===== src/rtl/serial_adder.sv =====
// Bit-serial WIDTH-bit adder, LSB first, with valid/ready on both sides.
// Optional carry-in port enabled by defining SERIAL_ADDER_CIN_EN.
module serial_adder #(
  parameter int WIDTH = 8
) (
  input  logic             clk,
  input  logic             rst_n,
  input  logic             in_valid,
  output logic             in_ready,
  input  logic [WIDTH-1:0] A,
  input  logic [WIDTH-1:0] B,
`ifdef SERIAL_ADDER_CIN_EN
  input  logic             cin,
`endif
  output logic             out_valid,
  input  logic             out_ready,
  output logic [WIDTH-1:0] sum,
  output logic             carry
);

  localparam int CW = $clog2(WIDTH + 1);

  typedef enum logic [1:0] {
    IDLE = 2'd0,
    RUN  = 2'd1,
    DONE = 2'd2
  } state_t;

  // Half-adder cell: returns {carry, sum}.
  function automatic logic [1:0] half_add(input logic x, input logic y);
    return {x & y, x ^ y};
  endfunction

  state_t           state_q, state_d;
  logic [WIDTH-1:0] a_sh_q, b_sh_q, sum_q;
  logic [WIDTH-1:0] sum_sh_s;
  logic [CW-1:0]    cnt_q;
  logic             c_q, carry_q;
  logic [1:0]       ha1_s, ha2_s;
  logic             c_next_s, last_bit_s, cin_load_s;

`ifdef SERIAL_ADDER_CIN_EN
  assign cin_load_s = cin;
`else
  assign cin_load_s = 1'b0;
`endif

  assign ha1_s      = half_add(a_sh_q[0], b_sh_q[0]);
  assign ha2_s      = half_add(ha1_s[0], c_q);
  assign c_next_s   = ha1_s[1] | ha2_s[1];
  assign last_bit_s = (cnt_q == CW'(WIDTH - 1));

  // New sum bit enters at the MSB so the word is aligned after WIDTH shifts.
  always_comb begin
    sum_sh_s = sum_q >> 1'b1;
    sum_sh_s[WIDTH-1] = ha2_s[0];
  end

  // State register.
  always_ff @(posedge clk) begin
    if (!rst_n) begin
      state_q <= IDLE;
    end else begin
      state_q <= state_d;
    end
  end

  // Next-state logic.
  always_comb begin
    state_d = state_q;
    case (state_q)
      IDLE: if (in_valid) state_d = RUN;  else state_d = IDLE;
      RUN:  if (last_bit_s) state_d = DONE; else state_d = RUN;
      DONE: if (out_ready) state_d = IDLE; else state_d = DONE;
      default: state_d = IDLE;
    endcase
  end

  // Handshake outputs decoded from the state register.
  always_comb begin
    in_ready  = 1'b0;
    out_valid = 1'b0;
    case (state_q)
      IDLE:    in_ready  = 1'b1;
      DONE:    out_valid = 1'b1;
      default: begin
        in_ready  = 1'b0;
        out_valid = 1'b0;
      end
    endcase
  end

  // Operand shifters, running carry, bit counter and result registers.
  always_ff @(posedge clk) begin
    if (!rst_n) begin
      a_sh_q  <= {WIDTH{1'b0}};
      b_sh_q  <= {WIDTH{1'b0}};
      sum_q   <= {WIDTH{1'b0}};
      cnt_q   <= {CW{1'b0}};
      c_q     <= 1'b0;
      carry_q <= 1'b0;
    end else begin
      case (state_q)
        IDLE: begin
          if (in_valid) begin
            a_sh_q <= A;
            b_sh_q <= B;
            c_q    <= cin_load_s;
            cnt_q  <= {CW{1'b0}};
          end
        end
        RUN: begin
          a_sh_q <= a_sh_q >> 1'b1;
          b_sh_q <= b_sh_q >> 1'b1;
          sum_q  <= sum_sh_s;
          c_q    <= c_next_s;
          cnt_q  <= cnt_q + CW'(1);
          if (last_bit_s) begin
            carry_q <= c_next_s;
          end
        end
        default: begin
          c_q <= c_q;
        end
      endcase
    end
  end

  assign sum   = sum_q;
  assign carry = carry_q;

endmodule


===== config.mk =====
export PLATFORM = sky130hd
export DESIGN_NAME = serial_adder
export DESIGN_NICKNAME = d
export VERILOG_FILES = /design/src/rtl/serial_adder.sv
export SDC_FILE = /design/constraint.sdc
export NUM_CORES = 1
export LEC_CHECK = 0
export CAP_MARGIN = 30
export CORE_MARGIN = 8
export CORE_UTILIZATION = 47
export CTS_BUF_LIST = sky130_fd_sc_hd__clkbuf_8 sky130_fd_sc_hd__clkbuf_16
export CTS_CLUSTER_DIAMETER = 60
export DETAILED_ROUTE_END_ITERATION = 10
export PLACE_DENSITY = 0.77
export SETUP_SLACK_MARGIN = 0.15
export SYNTH_ARGS = -nofsm -noshare
export SYNTH_HDL_FRONTEND = slang
export SYNTH_SLANG_ARGS = --single-unit

===== constraint.sdc =====
create_clock -name clk -period 1.4 [get_ports clk]
set_clock_uncertainty 0.1 [all_clocks]
set_input_delay 0.21 -clock clk [delete_from_list [all_inputs] [get_ports clk]]
set_output_delay 0.21 -clock clk [all_outputs]
set_load 0.1 [all_outputs]

# Word-level counts from Yosys, hierarchy flattened
# Index checks and enable logic that the tools add are counted.
[op_classes]
add_sub_neg = 1
eq_ne = 4
n_mux = 14
bitwise_logic = 5
n_reduce_logical = 4
[op_table]
columns = ["cell", "n"]
rows = [
  ["8-bit case mux with 2 select lines", 2],
  ["8-bit two-way mux", 2],
  ["4-bit case mux with 2 select lines", 1],
  ["2-bit case mux with 3 select lines", 1],
  ["4-bit by 1-bit adder with 4-bit output (second input constant)", 1],
  ["4-bit by 3-bit == test with 1-bit output (second input constant)", 1],
  ["1-bit two-way mux", 4],
  ["2-bit two-way mux", 2],
  ["4-bit two-way mux", 1],
  ["2-bit AND reduction", 2],
  ["1-bit bitwise AND", 2],
  ["2-bit by 1-bit == test with 1-bit output (second input constant)", 1],
  ["2-bit == test (second input constant)", 1],
  ["2-bit zero test", 1],
  ["2-bit inequality test (second input constant)", 1],
  ["1-bit case mux with 2 select lines", 1],
  ["2-bit nonzero test", 1],
  ["1-bit bitwise XOR", 2],
  ["1-bit bitwise OR", 1],
]
[word_totals]
ff_bits = 32
input_bits = 20
out_inout_bits = 11
word_cells = 35

# Depth between registers and ports, before layout
[depth]
ltp_word = 4
depth_mapped = 5
depth_no_buf = 4

# Least setup slack after synthesis
# No wires, ideal clock.
[synth_path]
path_kind = "register -> register"
from = "reg state_q[1]"
to = "reg state_q[1]"
setup_time_ns = 0.058
t_arrival_ns = 2.098
t_required_ns = 1.242
slack_ns = -0.855
stages_incl_launch_ff = 4
path_buffers = 0
synth_period_minus_slack_ns = 2.255
cell_sequence = "dfxtp_1 > nor2b_1 > nor2b_1 > o21a_1"
[synth_via]
elab_chain_len = 2
word_cells_on_any_way = 4
cone_classes = "2 x eq/ne; 1 x mux; 1 x reduce/logical"
[synth_rtl]
columns = ["item", "line_no", "source"]
rows = [
  ["start: declaration", "34", "state_t state_q, state_d;"],
  ["start signal: assignment", "64", "state_q <= state_d;"],
  ["2-bit == test, or another cell as far along", "71", "case (state_q)"],
  ["2-bit case mux with 3 select lines (*)", "71", ""],
]
# Every way passes the cells marked *; elsewhere a longest branch is shown, timed or not.
# A chain may end at the register's enable or synchronous reset.

# Final worst setup path
[layout_path]
from = "reg state_q[1]"
to = "out out_valid"
[layout_via]
elab_chain_len = 2
[layout_rtl]
columns = ["item", "line_no", "source"]
rows = [
  ["2-bit == test", "83", "case (state_q)"],
  ["1-bit two-way mux", "83", ""],
  ["end: declaration", "15", "output logic out_valid,"],
]
# Every way passes these cells.

==> out/summary.txt <==
status: completed
Port Buffers: 30
met2 wire length: 1.88 mm
post-route clock period utilization: 97.6%
worst rel slew slack: 62.5%
EDFF count, synth: 0
drt pass-1 iters: 4
num ports: 31
total grt overflow: 0
drt wl/cell: 16.7 µm
Cell Area, Synth: 1310 µm²
row count: 19
Final Power: 2.15 mW
flop-to-flop setup slack: 90 ps
Die W: 68.7 µm
Post-DP Area: 1810 µm²
wl on met1: 1.55 mm
Final Instance Area: 2120 µm²
CTS max path bufs: 2
RSZ-0062 raised after global routing: true
Synth Net Count: 179
Crit path required time: 1090 ps
Sequential Power Share: 46.8%
post-synth cell types: 29
Final ANT Viol Nets: 0
highest routed layer: met4
Comb pwr share: 18.2%
Setup CP Type: flop to primary output
H-tree levels: 2
DP HPWL: 2.30 mm
power density over the cells: 1010 nW/µm²
number of CTS-inserted buffers: 5
total of max-cap violations: 0
startpoint types: flop
initial antenna violation count: 0
crit-path max FO: 7
Final WS setup: 33.2 ps
vias in the first global route: 1,270
Post-Place Cells: 218
VDD IR-drop max: 901 µV
diode count: 0
Int Pwr: 1.54 mW
layout cell share with drive strength beyond 1: 39.3%
cells on worst reg2reg path: 4
Yosys Warn Count: 0
Top FF cell, synth: dfxtp_1
synthesis-to-finish area growth: 62.5%
DRC: 0
first-pass GRT wire length: 5.62 mm
sw frac: 28.2%
final core occ: 78.3%
Hold Crit Class: input pin to flop
Peak Freq: 732 MHz
setup TNS: 0 ps
Worst-Margin Slew: 561 ps
final WL: 3.87 mm
clock transition at the registers of the reported paths: 70 ps
Final Max Slew Viols: 0
GRT Util Overall: 15.9%
minimum clock period: 1370 ps
P_sw: 0.605 mW
Worst Setup End Kind: primary output
hold-critical path depth: 4
area of the core: 2710 µm²
fin cells: 232
number of synthesized register bits: 32
mean post-synth cell area: 8.32 µm²
pre-CTS setup slack: -134 ps
vias post-DR: 1,304
Fin. Hold Viols: 0
Nets: 222
met3 routed WL: 265 µm
CP arrival: 1060 ps
GP Congestion: 0.770
Lkg Pwr: 0.816 nW
Syn Inst Count: 157
smallest hold slack: 303 ps
clk sinks: 32
Vias/cell: 5.62
largest net degree at the start of global routing: 19
Post-synth ARST share: 0%
clock network power share: 35.0%
starting density of the core: 48.2%
die area: 4720 µm²
First DRT Iteration DRCs: 109
sequential-to-total area share from yosys stat: 49.0%
clock root buffer: clkbuf_8
CTS tree: done
die extent in y: 68.7 µm
fillers: 170
Skew-Pair Late Insertion Delay: 300 ps
# setup viols final: 0
-- area by class of cell --
| type | instances | area (µm²) | share of cell area [%] |
|---|---|---|---|
| timing repair buffer | 46 | 611 | 28.8 |
| clock buffer | 6 | 82.6 | 3.89 |
| inverter | 1 | 3.75 | 0.177 |
| sequential | 32 | 663 | 31.2 |
| clock inverter | 2 | 10.0 | 0.472 |
| tap | 31 | 38.8 | 1.83 |
| multi-input combinational | 114 | 713 | 33.6 |
-- cells by family after synthesis --
| logic type | synth area share [%] |
|---|---|
| multiplexers | 0.766 |
| adder cells (fa/ha/maj) | 2.49 |
| flip-flops | 49.0 |
| buffers and inverters | 4.98 |
| AND/OR/NAND/NOR | 16.6 |
| AO/OA/AOI/OAI | 26.1 |
-- critical path, cell delays in order (launching register included) --
cell     delay, ps
dfxtp_4        390
nor2b_4        180
buf_12         180
-- cells in the final DEF, fill, tap and decap left out, types with 2 or more instances in the layout --
master | Yosys | routed
nor2_1 | 7 | 4
a21oi_1 | 35 | 22
nand3_1 | 2 | 2
clkinv_2 | 0 | 2
a31oi_1 | 2 | 2
clkbuf_16 | 0 | 2
o21ai_0 | 14 | 4
o21ai_2 | 0 | 3
nand2_1 | 34 | 33
clkbuf_8 | 0 | 6
buf_4 | 3 | 8
dfxtp_4 | 0 | 2
buf_12 | 0 | 12
nor2_2 | 0 | 2
clkdlybuf4s50_1 | 0 | 18
dfxtp_2 | 0 | 12
dfxtp_1 | 32 | 18
buf_8 | 0 | 3
a21oi_2 | 0 | 12
o21ai_1 | 0 | 7
buf_6 | 1 | 2
-- what timing repair did --
item,CTS,global route
hold buffers,0,0
gates cloned,0,2
buffers inserted,1,3
setup endpoints to repair,4,27
resized for setup,1,49
pin swaps,1,17
-- power by group through the flow --
stage | registers (mW) | clock network (mW) | logic [mW]
3_5_place_dp | 1.01 | 0 | 0.301
5_1_grt | 1.01 | 0.791 | 0.419
6_report | 1.00 | 0.752 | 0.391
4_1_cts | 0.990 | 0.759 | 0.308
3_3_place_gp | 1.01 | 0 | 0.296
2_1_floorplan | 1.03 | 0 | 0.156
-- per-layer routing --
metal	track usage, %	up-vias
li1	-	626
met1	17.9	612
met2	26.0	51
met3	5.01	15
met4	9.52	0
met5	0	-
-- synthesized netlist by cell type (2+ instances only) --
cell	instances	area [µm²]
nand3_1	2	10.0
nor2_1	7	26.3
a31oi_1	2	12.5
a21oi_1	35	175
o21ai_0	14	70.1
nor2b_1	2	12.5
a22oi_1	2	15.0
buf_4	3	22.5
dfxtp_1	32	641
nand2_1	34	128
buf_2	4	20.0
clkbuf_1	2	7.51
a32oi_1	2	17.5
-- final timing paths --
path | start | to
max | state_q[1]$_SDFF_PN0_ | out_valid
min | in_valid | a_sh_q[7]$_SDFFE_PN0P_
max reg2reg | state_q[0]$_SDFF_PN0_ | a_sh_q[5]$_SDFFE_PN0P_
min reg2reg | cnt_q[0]$_SDFFE_PN0P_ | cnt_q[0]$_SDFFE_PN0P_
-- state kept, by name (all words and copies together), names as in the netlist --
name,cells
cnt_q,4
carry,1
state_q,2
a_sh_q,8
sum,8
b_sh_q,8
c_q,1
No activity file was read; power rests on OpenSTA's default activity.
==> variant, RTL diff (config.mk and constraints unchanged) <==
Set the parameter `WIDTH` to 16 (it was 8).
--- a/src/rtl/serial_adder.sv
+++ b/src/rtl/serial_adder.sv
@@ -2,5 +2,5 @@
 // Optional carry-in port enabled by defining SERIAL_ADDER_CIN_EN.
 module serial_adder #(
-  parameter int WIDTH = 8
+  parameter int WIDTH = 16
 ) (
   input  logic             clk,
Ports: changed (resized A, B and sum); port bits go from 31 to 55. The function was not compared with the original's and may differ.
==> variant against the unedited design <==
The run now ends with negative setup slack left; die area is 59% higher; final area is 88% higher; utilization is 5.2 points higher; power is 83% higher; first-iteration DRC count is 93% higher; via count is 89% higher; final cell count is 87% higher; register-to-register slack worse by 0.21 ns; area after synthesis is 80% higher; setup slack worse by 0.15 ns; sequential cell count is 25 higher; routed wire length is 120% higher; worst hold slack better by 0.0092 ns; critical endpoint is now a_sh_q[5]$_SDFFE_PN0P_.
==> variant: results <==
export IMPL_outcome="finished, violations left"
export IMPL_violations="negative setup slack"
export IMPL_setup_viol=16
export IMPL_cts_buffers=9
export IMPL_worstPathMaxFanout=16
export IMPL_fill_cells=256
export IMPL_layout_setup_ws_ns=-0.1180
export IMPL_relSlewSlack_pct=72.37
export IMPL_cpMaxStageDelayCell="o21ai_0"
export IMPL_synth_adder_area_share_pct=1.914
export IMPL_routed_wirelength_mm=8.340
export IMPL_synth_seq_area_share_pct=48.48
export IMPL_path_delay_family="compound AO/OA/AOI/OAI gates"
export IMPL_ys_top_cells_by_count="a21oi_1, nand2_1, dfxtp_1"
export IMPL_drtPass1Iterations=5
export IMPL_grt_max_degree=28
export IMPL_syn_inst=289
export IMPL_first_iter_violations=210
export IMPL_slowest_delay_ns=0.35
export IMPL_worstPathArrival_ns=1.63
export IMPL_grt_pass1_vias=2397
export IMPL_fin_cells=434
export IMPL_p_leak_nw=1.477
export IMPL_drive_gt1_share_pct=40.05
export IMPL_synth_fp_nets=328
export IMPL_synth_area_top_cells="dfxtp_1, a21oi_1, nand2_1"
export IMPL_ir_worst_vdd_uv=793.1
export IMPL_io_buffers=54
export IMPL_yosysUniqueCellTypes=32
==> variant: what timing repair did <==
action | 4_1_cts | 5_1_grt
resized for setup | 67 | 30
setup buffers | 8 | 3
cloned | 4 | 3
pin swaps | 6 | 15
endpoints found under the setup margin | 56 | 59
==> variant: worst paths after layout <==
kind | depth (start not counted) | start | slack, ns | to
hold reg to reg | 2 | sum[7]$_SDFFE_PN0P_ | 0.38 | sum[6]$_SDFFE_PN0P_
setup reg to reg | 5 | state_q[0]$_SDFF_PN0_ | -0.12 | a_sh_q[5]$_SDFFE_PN0P_
hold / removal | 3 | B[11] | 0.31 | b_sh_q[11]$_SDFFE_PN0P_
setup / recovery | 5 | state_q[0]$_SDFF_PN0_ | -0.12 | a_sh_q[5]$_SDFFE_PN0P_
==> variant: kinds of logic after synthesis <==
family / after synthesis
flops: 57
compound gates: 118
buf+inv: 26
fa+ha+maj: 3
simple gates: 84
mux: 1
==> variant: final cells by class <==
type / instances / area (um2) / area share (%)
clock buffers: 9 / 123.9 / 3.099
well taps: 67 / 83.83 / 2.097
flip-flops and latches: 57 / 1177 / 29.45
multi-input cells: 206 / 1373 / 34.34
repair buffers: 85 / 1190 / 29.77
inverters: 3 / 11.26 / 0.2817
clock inverters: 7 / 38.79 / 0.9703
==> variant: worst register-to-register path, cell delays in order, from the launching register on <==
cell and delay [ns]:
dfxtp_4 0.34, buf_4 0.16, o21ba_4 0.23, buf_12 0.16, o21ai_0 0.35, a21oi_2 0.06
==> variant: report_power, final <==
part / switching [mW] / internal [mW]
sequential: 0.0881 / 1.71
combinational: 0.414 / 0.404
clock: 0.681 / 0.621
==> variant: layer usage <==
| metal | share of wire [%] | GRT usage (%) |
|---|---|---|
| met1 | 39 | 24.60 |
| met2 | 51 | 32.01 |
| met4 | 2.4 | 8.451 |
| met3 | 7.8 | 5.104 |
| met5 | 0 | 0 |
==> variant: per-stage QoR <==
step                      setup TNS [ns]  worst slack (ns)
final                            -0.5476           -0.1180
after global routing              -1.234           -0.1346
after CTS                        -0.1212          -0.08526
after detailed placement          -5.404           -0.1798
after global placement            -4.451           -0.1564
after floorplan                        0           0.04095
